[src/rtl/iquant_pkg.sv]
`default_nettype none
// ----------------------------------------------------------------------------
// iquant_pkg - constants, FSM states and clip helper for inverse_quant_pipe
// Rev 1.0
// ----------------------------------------------------------------------------
package iquant_pkg;

  localparam int IQUANT_SHIFT = 6;
  localparam int MAX_QP       = 51;
  localparam int SCALE_W      = 7;
  localparam int CLIP_W       = 48;

  localparam logic [SCALE_W-1:0] INV_SCALE [6] = '{7'd40, 7'd45, 7'd51, 7'd57, 7'd64, 7'd72};

  typedef enum logic [2:0] {
    IDLE  = 3'd0,
    DIV   = 3'd1,
    SETUP = 3'd2,
    RUN   = 3'd3,
    DRAIN = 3'd4
  } state_e;

  function automatic logic signed [CLIP_W-1:0] clip(
    input logic signed [CLIP_W-1:0] v,
    input logic signed [CLIP_W-1:0] lo,
    input logic signed [CLIP_W-1:0] hi
  );
    logic signed [CLIP_W-1:0] r;
    r = v;
    if (v > hi) begin
      r = hi;
    end else if (v < lo) begin
      r = lo;
    end
    return r;
  endfunction

endpackage
`default_nettype wire

[src/rtl/iquant_datapath.sv]
`default_nettype none
// ----------------------------------------------------------------------------
// iquant_datapath - 3-stage multiply / round-shift / saturate with global stall
// Rev 1.0   (IQUANT_SAT_STATS_EN adds the out_sat_o flag)
// ----------------------------------------------------------------------------
module iquant_datapath
  import iquant_pkg::*;
#(
  parameter int LEVEL_W = 16
) (
  input  logic                      clk,
  input  logic                      rst,
  input  logic                      push_i,
  input  logic signed [LEVEL_W-1:0] level_i,
  input  logic                      last_i,
  input  logic [SCALE_W-1:0]        scale_i,
  input  logic signed [5:0]         rshift_i,
  input  logic                      out_ready_i,
  output logic                      advance_o,
  output logic                      busy_o,
  output logic                      out_valid_o,
  output logic signed [LEVEL_W-1:0] out_coeff_o,
  output logic                      out_last_o
`ifdef IQUANT_SAT_STATS_EN
  ,
  output logic                      out_sat_o
`endif
);

  localparam int PROD_W = LEVEL_W + SCALE_W;
  // Left shifts reach 17 (qp_per 8 + tshift 15 - 6), so keep 18 guard bits.
  localparam int WIDE_W = PROD_W + 18;
  localparam logic signed [CLIP_W-1:0] C_MAX = {{(CLIP_W-LEVEL_W+1){1'b0}}, {(LEVEL_W-1){1'b1}}};
  localparam logic signed [CLIP_W-1:0] C_MIN = {{(CLIP_W-LEVEL_W+1){1'b1}}, {(LEVEL_W-1){1'b0}}};

  logic                      s1_valid_q, s2_valid_q, out_valid_q;
  logic                      s1_last_q, s2_last_q, out_last_q;
  logic signed [PROD_W-1:0]  s1_prod_q;
  logic signed [WIDE_W-1:0]  s2_val_q;
  logic signed [LEVEL_W-1:0] out_coeff_q;

  logic                      w_stall;
  logic signed [PROD_W-1:0]  w_lvl_ext, w_scl_ext, w_prod;
  logic signed [WIDE_W-1:0]  w_prod_wide, w_rnd, w_sum, w_shift_d;
  logic [5:0]                w_rsh, w_lsh;
  logic signed [CLIP_W-1:0]  w_s2_ext;

  assign w_stall     = out_valid_q && !out_ready_i;
  assign advance_o   = !w_stall;
  assign busy_o      = s1_valid_q || s2_valid_q || out_valid_q;
  assign out_valid_o = out_valid_q;
  assign out_coeff_o = out_coeff_q;
  assign out_last_o  = out_last_q;

  assign w_lvl_ext = PROD_W'(level_i);
  assign w_scl_ext = $signed({{(PROD_W-SCALE_W){1'b0}}, scale_i});
  assign w_prod    = w_lvl_ext * w_scl_ext;

  assign w_prod_wide = WIDE_W'(s1_prod_q);
  assign w_rsh       = $unsigned(rshift_i);
  assign w_lsh       = 6'(-rshift_i);
  assign w_rnd       = $signed({{(WIDE_W-1){1'b0}}, 1'b1} << (w_rsh - 6'd1));
  assign w_sum       = w_prod_wide + w_rnd;

  always_comb begin
    w_shift_d = w_prod_wide <<< w_lsh;
    if (rshift_i > 6'sd0) begin
      w_shift_d = w_sum >>> w_rsh;
    end
  end

  assign w_s2_ext = CLIP_W'(s2_val_q);

  always_ff @(posedge clk) begin
    if (rst) begin
      s1_valid_q  <= 1'b0;
      s2_valid_q  <= 1'b0;
      out_valid_q <= 1'b0;
      s1_last_q   <= 1'b0;
      s2_last_q   <= 1'b0;
      out_last_q  <= 1'b0;
      s1_prod_q   <= '0;
      s2_val_q    <= '0;
      out_coeff_q <= '0;
    end else if (advance_o) begin
      s1_valid_q  <= push_i;
      s1_last_q   <= push_i && last_i;
      s1_prod_q   <= w_prod;
      s2_valid_q  <= s1_valid_q;
      s2_last_q   <= s1_last_q;
      s2_val_q    <= w_shift_d;
      out_valid_q <= s2_valid_q;
      out_last_q  <= s2_last_q;
      out_coeff_q <= LEVEL_W'(clip(w_s2_ext, C_MIN, C_MAX));
    end
  end

`ifdef IQUANT_SAT_STATS_EN
  logic out_sat_q;

  always_ff @(posedge clk) begin
    if (rst) begin
      out_sat_q <= 1'b0;
    end else if (advance_o) begin
      out_sat_q <= s2_valid_q && ((w_s2_ext > C_MAX) || (w_s2_ext < C_MIN));
    end
  end

  assign out_sat_o = out_sat_q;
`endif

endmodule
`default_nettype wire

[src/rtl/inverse_quant_pipe.sv]
`default_nettype none
// ----------------------------------------------------------------------------
// inverse_quant_pipe - streaming HEVC dequantizer with per-block config FSM
// Rev 1.0   (IQUANT_SAT_STATS_EN adds the sat_count output)
// ----------------------------------------------------------------------------
module inverse_quant_pipe
  import iquant_pkg::*;
#(
  parameter int LEVEL_W = 16
) (
  input  logic                      clk,
  input  logic                      rst,
  input  logic                      cfg_valid,
  output logic                      cfg_ready,
  input  logic [5:0]                cfg_qp,
  input  logic [5:0]                cfg_tshift,
  input  logic [2:0]                cfg_log2_size,
  output logic                      cfg_err,
  input  logic                      in_valid,
  output logic                      in_ready,
  input  logic signed [LEVEL_W-1:0] in_level,
  output logic                      out_valid,
  input  logic                      out_ready,
  output logic signed [LEVEL_W-1:0] out_coeff,
  output logic                      out_last,
  output logic                      busy
`ifdef IQUANT_SAT_STATS_EN
  ,
  output logic [15:0]               sat_count
`endif
);

  state_e             state_q;
  logic [5:0]         qp_rem_q;
  logic [3:0]         qp_per_q;
  logic [5:0]         tshift_q;
  logic [2:0]         log2_q;
  logic [SCALE_W-1:0] scale_q;
  logic signed [5:0]  rshift_q;
  logic [9:0]         cnt_q;
  logic               cfg_err_q;

  logic w_cfg_fire, w_cfg_bad, w_in_fire, w_out_fire, w_advance, w_dp_busy, w_out_sat;

  assign cfg_ready  = (state_q == IDLE);
  assign in_ready   = (state_q == RUN) && w_advance;
  assign w_cfg_fire = cfg_valid && cfg_ready;
  assign w_cfg_bad  = (cfg_qp > 6'(MAX_QP)) || (cfg_log2_size < 3'd2) || (cfg_log2_size > 3'd5);
  assign w_in_fire  = in_valid && in_ready;
  assign w_out_fire = out_valid && out_ready;
  assign cfg_err    = cfg_err_q;
  assign busy       = (state_q != IDLE) || w_dp_busy;

  always_ff @(posedge clk) begin
    if (rst) begin
      state_q   <= IDLE;
      qp_rem_q  <= '0;
      qp_per_q  <= '0;
      tshift_q  <= '0;
      log2_q    <= '0;
      scale_q   <= '0;
      rshift_q  <= '0;
      cnt_q     <= '0;
      cfg_err_q <= 1'b0;
    end else begin
      cfg_err_q <= 1'b0;
      case (state_q)
        IDLE: begin
          if (w_cfg_fire) begin
            if (w_cfg_bad) begin
              cfg_err_q <= 1'b1;
            end else begin
              qp_rem_q <= cfg_qp;
              qp_per_q <= 4'd0;
              tshift_q <= cfg_tshift;
              log2_q   <= cfg_log2_size;
              state_q  <= DIV;
            end
          end
        end
        DIV: begin
          if (qp_rem_q >= 6'd6) begin
            qp_rem_q <= qp_rem_q - 6'd6;
            qp_per_q <= qp_per_q + 4'd1;
          end else begin
            state_q <= SETUP;
          end
        end
        SETUP: begin
          scale_q  <= INV_SCALE[qp_rem_q[2:0]];
          rshift_q <= $signed(6'(IQUANT_SHIFT) - {2'b00, qp_per_q} - tshift_q);
          // Low 2*log2 bits set: coefficient count minus one.
          cnt_q    <= ~(10'h3FF << {log2_q, 1'b0});
          state_q  <= RUN;
        end
        RUN: begin
          if (w_in_fire) begin
            if (cnt_q == 10'd0) begin
              state_q <= DRAIN;
            end else begin
              cnt_q <= cnt_q - 10'd1;
            end
          end
        end
        DRAIN: begin
          if (w_out_fire && out_last) begin
            state_q <= IDLE;
          end
        end
        default: state_q <= IDLE;
      endcase
    end
  end

  iquant_datapath #(
    .LEVEL_W (LEVEL_W)
  ) u_datapath (
    .clk         (clk),
    .rst         (rst),
    .push_i      (w_in_fire),
    .level_i     (in_level),
    .last_i      (cnt_q == 10'd0),
    .scale_i     (scale_q),
    .rshift_i    (rshift_q),
    .out_ready_i (out_ready),
    .advance_o   (w_advance),
    .busy_o      (w_dp_busy),
    .out_valid_o (out_valid),
    .out_coeff_o (out_coeff),
    .out_last_o  (out_last)
`ifdef IQUANT_SAT_STATS_EN
    ,
    .out_sat_o   (w_out_sat)
`endif
  );

`ifdef IQUANT_SAT_STATS_EN
  logic [15:0] sat_count_q;

  always_ff @(posedge clk) begin
    if (rst || w_cfg_fire) begin
      sat_count_q <= '0;
    end else if (w_out_fire && w_out_sat && (sat_count_q != 16'hFFFF)) begin
      sat_count_q <= sat_count_q + 16'd1;
    end
  end

  assign sat_count = sat_count_q;
`else
  assign w_out_sat = 1'b0;
`endif

endmodule
`default_nettype wire

[config.mk]
export PLATFORM = sky130hd
export DESIGN_NAME = inverse_quant_pipe
export DESIGN_NICKNAME = d
export VERILOG_FILES = /design/src/rtl/iquant_pkg.sv /design/src/rtl/iquant_datapath.sv /design/src/rtl/inverse_quant_pipe.sv
export SDC_FILE = /design/constraint.sdc
export NUM_CORES = 1
export LEC_CHECK = 0
export CORE_ASPECT_RATIO = 1.4
export CORE_UTILIZATION = 50
export DETAILED_ROUTE_END_ITERATION = 7
export PLACE_DENSITY = 0.77
export SLEW_MARGIN = 10
export SYNTH_ARGS = -nofsm -noshare
export SYNTH_HDL_FRONTEND = slang
export SYNTH_SLANG_ARGS = --single-unit
[constraint.sdc]
create_clock -name clk -period 7 [get_ports clk]
set_clock_uncertainty 0.2 [all_clocks]
set_input_delay 1.05 -clock clk [delete_from_list [all_inputs] [get_ports clk]]
set_output_delay 1.05 -clock clk [all_outputs]
set_load 0.005 [all_outputs]
==> impl_metrics.py <==
metrics = {
    "clock_tree": {
        "hold_buffers": 0,
        "numCtsBuffers": 17,
        "cts_tree": "yes",
        "clkTransAtPathRegs_ns": 0.08,
        "cts_root_buffer": "clkbuf_16",
        "clockBufferDepth": 2,
        "postCtsSetupBuffers": 0,
        "cts_num_sinks": 132,
        "cts.htree.levels": 4,
        "post_cts_resized": 0,
        "insertion_delay_ns": 0.48,
    },
    "synthesis": {
        "synthCells": 2372,
        "postSynthAreaPerCell_um2": 7.35,
        "yosysMostFrequentCell": "nand2_1",
        "synth_fp_nets": 2595,
        "syn-cell-area_um2": 17400,
        "ys.flop_type": "dfxtp_1",
        "yosys.area.top_type": "dfxtp_1",
        "synth.distinct_cells": 92,
        "seq_area_frac_synth_pct": 15.2,
        "yosysTopAreaCellShare_pct": 15.2,
        "ys_ff_latch": 132,
        "yosysWarningCount": 0,
        "synth-edff-count": 0,
        "ys_top_cells_by_area": "dfxtp_1, fa_1, ha_1",
        "synthArstFlopShare_pct": 0,
        "synthTopCellsByCount": "nand2_1, nor2_1, a21oi_1",
    },
    "worst_setup_path": {
        "cp.arrival_ns": 6.79,
        "setup.worst_path.class": "reg -> reg",
        "critPathMaxFanout": 20,
        "worstSetupEndpointType": "register",
        "critPathRequiredTime_ns": 7.13,
        "cp-start-kind": "register",
    },
    "power_and_ir_drop": {
        "peakVddDrop_mv": 0.175,
        "p_int_mw": 2.83,
        "power_leakage_nw": 8.08,
        "p_per_area_nw_per_um2": 321,
        "seq_power_share_pct": 19.0,
        "comb_power_share_pct": 65.8,
        "netSwitchingPower_mw": 3.26,
        "p_clk_share_pct": 15.1,
        "p_sw_share_pct": 53.5,
    },
    "place": {
        "port_buffers": 57,
        "place_inst": 2780,
        "place_congestion": 1.02,
        "place_hpwl_um": 48500,
        "dpl_cell_area_um2": 18400,
    },
    "timing": {
        "post-route-min-period_ns": 6.65,
        "setup_viol": 0,
        "slew_headroom_pct": 23.3,
        "tightest_slew_ns": 1.14,
        "rsz0062_at_grt": "no",
        "hold_viol_final": 0,
        "fin_crit_sh_pct": 95.0,
        "slew_violations": 0,
        "hold_slack_ns": 0.241,
        "tns_ns": 0,
        "fmax_ghz": 0.150,
    },
    "cells_and_area": {
        "stdcell_count": 2812,
        "diodes": 0,
        "fin_area_um2": 18900,
        "areaGrowthSynthToFinish_pct": 8.69,
        "drive_gt1_share_pct": 7.20,
        "nNetsFinal": 2571,
        "final_util_pct": 55.3,
    },
    "detailed_routing": {
        "vias_per_cell": 6.34,
        "via_count": 17800,
        "first_pass_iters": 5,
        "dr.first_iter.drc_count": 1440,
        "drc": 0,
        "antenna_left": 0,
        "wl_per_cell_um": 22.2,
        "postRouteWirelength_um": 62500,
    },
    "floorplan": {
        "die_width_um": 160,
        "die_h_um": 223,
        "core_region_area_um2": 34200,
        "die_area_um2": 35600,
        "initial_utilization_pct": 50.9,
        "io_pins": 58,
        "row_count": 80,
    },
    "status": {
        "outcome": "finished, final reports clean",
    },
    "global_routing": {
        "grt_pass1_vias": 17600,
        "grt_usage_pct": 35.6,
        "antenna_found_initial": 0,
        "grt_max_degree": 73,
        "grt_pass1_wl_um": 98200,
        "overflow": 0,
    },
    "worst_hold_path": {
        "hp-class": "reg -> reg",
    },
    "job": {
        "maxCapViolCount": 0,
    },
}
==> area by class of cell <==
type	instances	area, um2
Timing Repair Buffer	106	936
Multi-Input combinational cell	1934	13600
Sequential cell	132	2650
Clock buffer	18	439
Tap cell	451	564
Fill cell	3378	15300
Clock inverter	14	133
Inverter	157	589
==> worst max-delay path, stage by stage, from the launching register on <==
cell and delay (ns):
dfxtp_2 0.63, inv_2 0.09, ha_1 0.36, xor2_2 0.38
nor2_1 0.13, buf_4 0.19, nand2_1 0.18, nor2_1 0.08
ha_1 0.57, nand2_1 0.17, o21ai_2 0.27, nor2_1 0.14
o21bai_1 0.45, o21a_1 0.49, o211ai_1 0.28, or3_1 0.43
o21a_1 0.20, mux4_2 0.47, a211oi_1 0.70, nor4_1 0.09
==> power by group through the flow <==
stage                     Combinational (mW)  Sequential (mW)  Clock [mW]
after floorplan                         2.67             1.06           0
after global placement                  3.85             1.16           0
after detailed placement                3.88             1.16           0
after CTS                               3.90             1.15       0.920
after global routing                    4.32             1.18       0.960
final                                   4.01             1.16       0.921
==> per-layer routing <==
metal | part of all wire [%] | routed length, um | vias up | track usage, %
met1 | 38 | 23600 | 8463 | 41.1
met5 | 0 | 0 | - | 0
met3 | 6.6 | 4130 | 228 | 4.72
met2 | 48 | 29900 | 755 | 60.5
met4 | 7.8 | 4850 | 0 | 25.9
li1 | - | - | 8386 | -
==> state kept, by name (all words and copies together), names as in the netlist, 3 cells and up <==
name / flops
u_datapath.out_coeff_o: 16
state_q: 3
log2_q: 3
qp_rem_q: 6
u_datapath.s2_val_q: 41
tshift_q: 6
scale_q: 7
u_datapath.s1_prod_q: 23
rshift_q: 6
qp_per_q: 4
cnt_q: 10
==> cell usage in the layout, fill, tap and decap left out, types with 7 or more instances in the layout <==
cell               n
a22oi_1           10
xor2_1            19
mux2_2             9
and2_1            98
o31ai_1           10
o211ai_1          37
a2111oi_0         10
mux4_2            27
a211oi_1          77
dfxtp_1          130
nand4_1           19
ha_1             101
a311oi_1           9
mux2i_1           74
or3_1             20
a221oi_1           7
fa_1              86
o21ai_0          122
nor2_1           246
nor2b_1           14
clkbuf_16         17
nor3_1            63
o311ai_0           7
a31oi_1           27
o22ai_1           10
inv_1            153
or2_2             14
o21a_1            17
xnor2_1           46
nand3_1           55
nor4_1            14
a21boi_0           7
a21oi_1          184
nand2b_1          18
and3_1            28
clkdlybuf4s50_1   56
a21o_1            26
nand2_1          300
buf_4             50
o21bai_1          10
==> stage by stage <==
step           setup WS, ns  power (mW)
3_5_place_dp          0.375        5.04
2_1_floorplan        0.0385        3.74
3_3_place_gp          0.482        5.01
5_1_grt               0.110        6.46
4_1_cts               0.678        5.97
6_report              0.350        6.09
==> worst paths after layout <==
check / start / end / slack (ns) / cells past startpoint
max: rshift_q[0]$_SDFFE_PP0N_ / u_datapath.s2_val_q[2]$_SDFFE_PP0N_ / 0.35 / 19
min: u_datapath.s1_last_q$_SDFFE_PP0N_ / u_datapath.s2_last_q$_SDFFE_PP0N_ / 0.24 / 2
max reg2reg: rshift_q[0]$_SDFFE_PP0N_ / u_datapath.s2_val_q[2]$_SDFFE_PP0N_ / 0.35 / 19
min reg2reg: u_datapath.s1_last_q$_SDFFE_PP0N_ / u_datapath.s2_last_q$_SDFFE_PP0N_ / 0.24 / 2
==> cells by family after synthesis <==
group / count (synthesis) / synth area share (%)
adders and majority gates: 187 / 17.1
DFF: 132 / 15.2
xor gates and xnor gates: 68 / 3.46
AOI/OAI and AO/OA: 654 / 24.6
buffers and inverters: 306 / 6.82
muxes: 111 / 8.47
and+or+nand+nor: 914 / 24.4
Note: power is estimated with default switching activity, not from simulation.
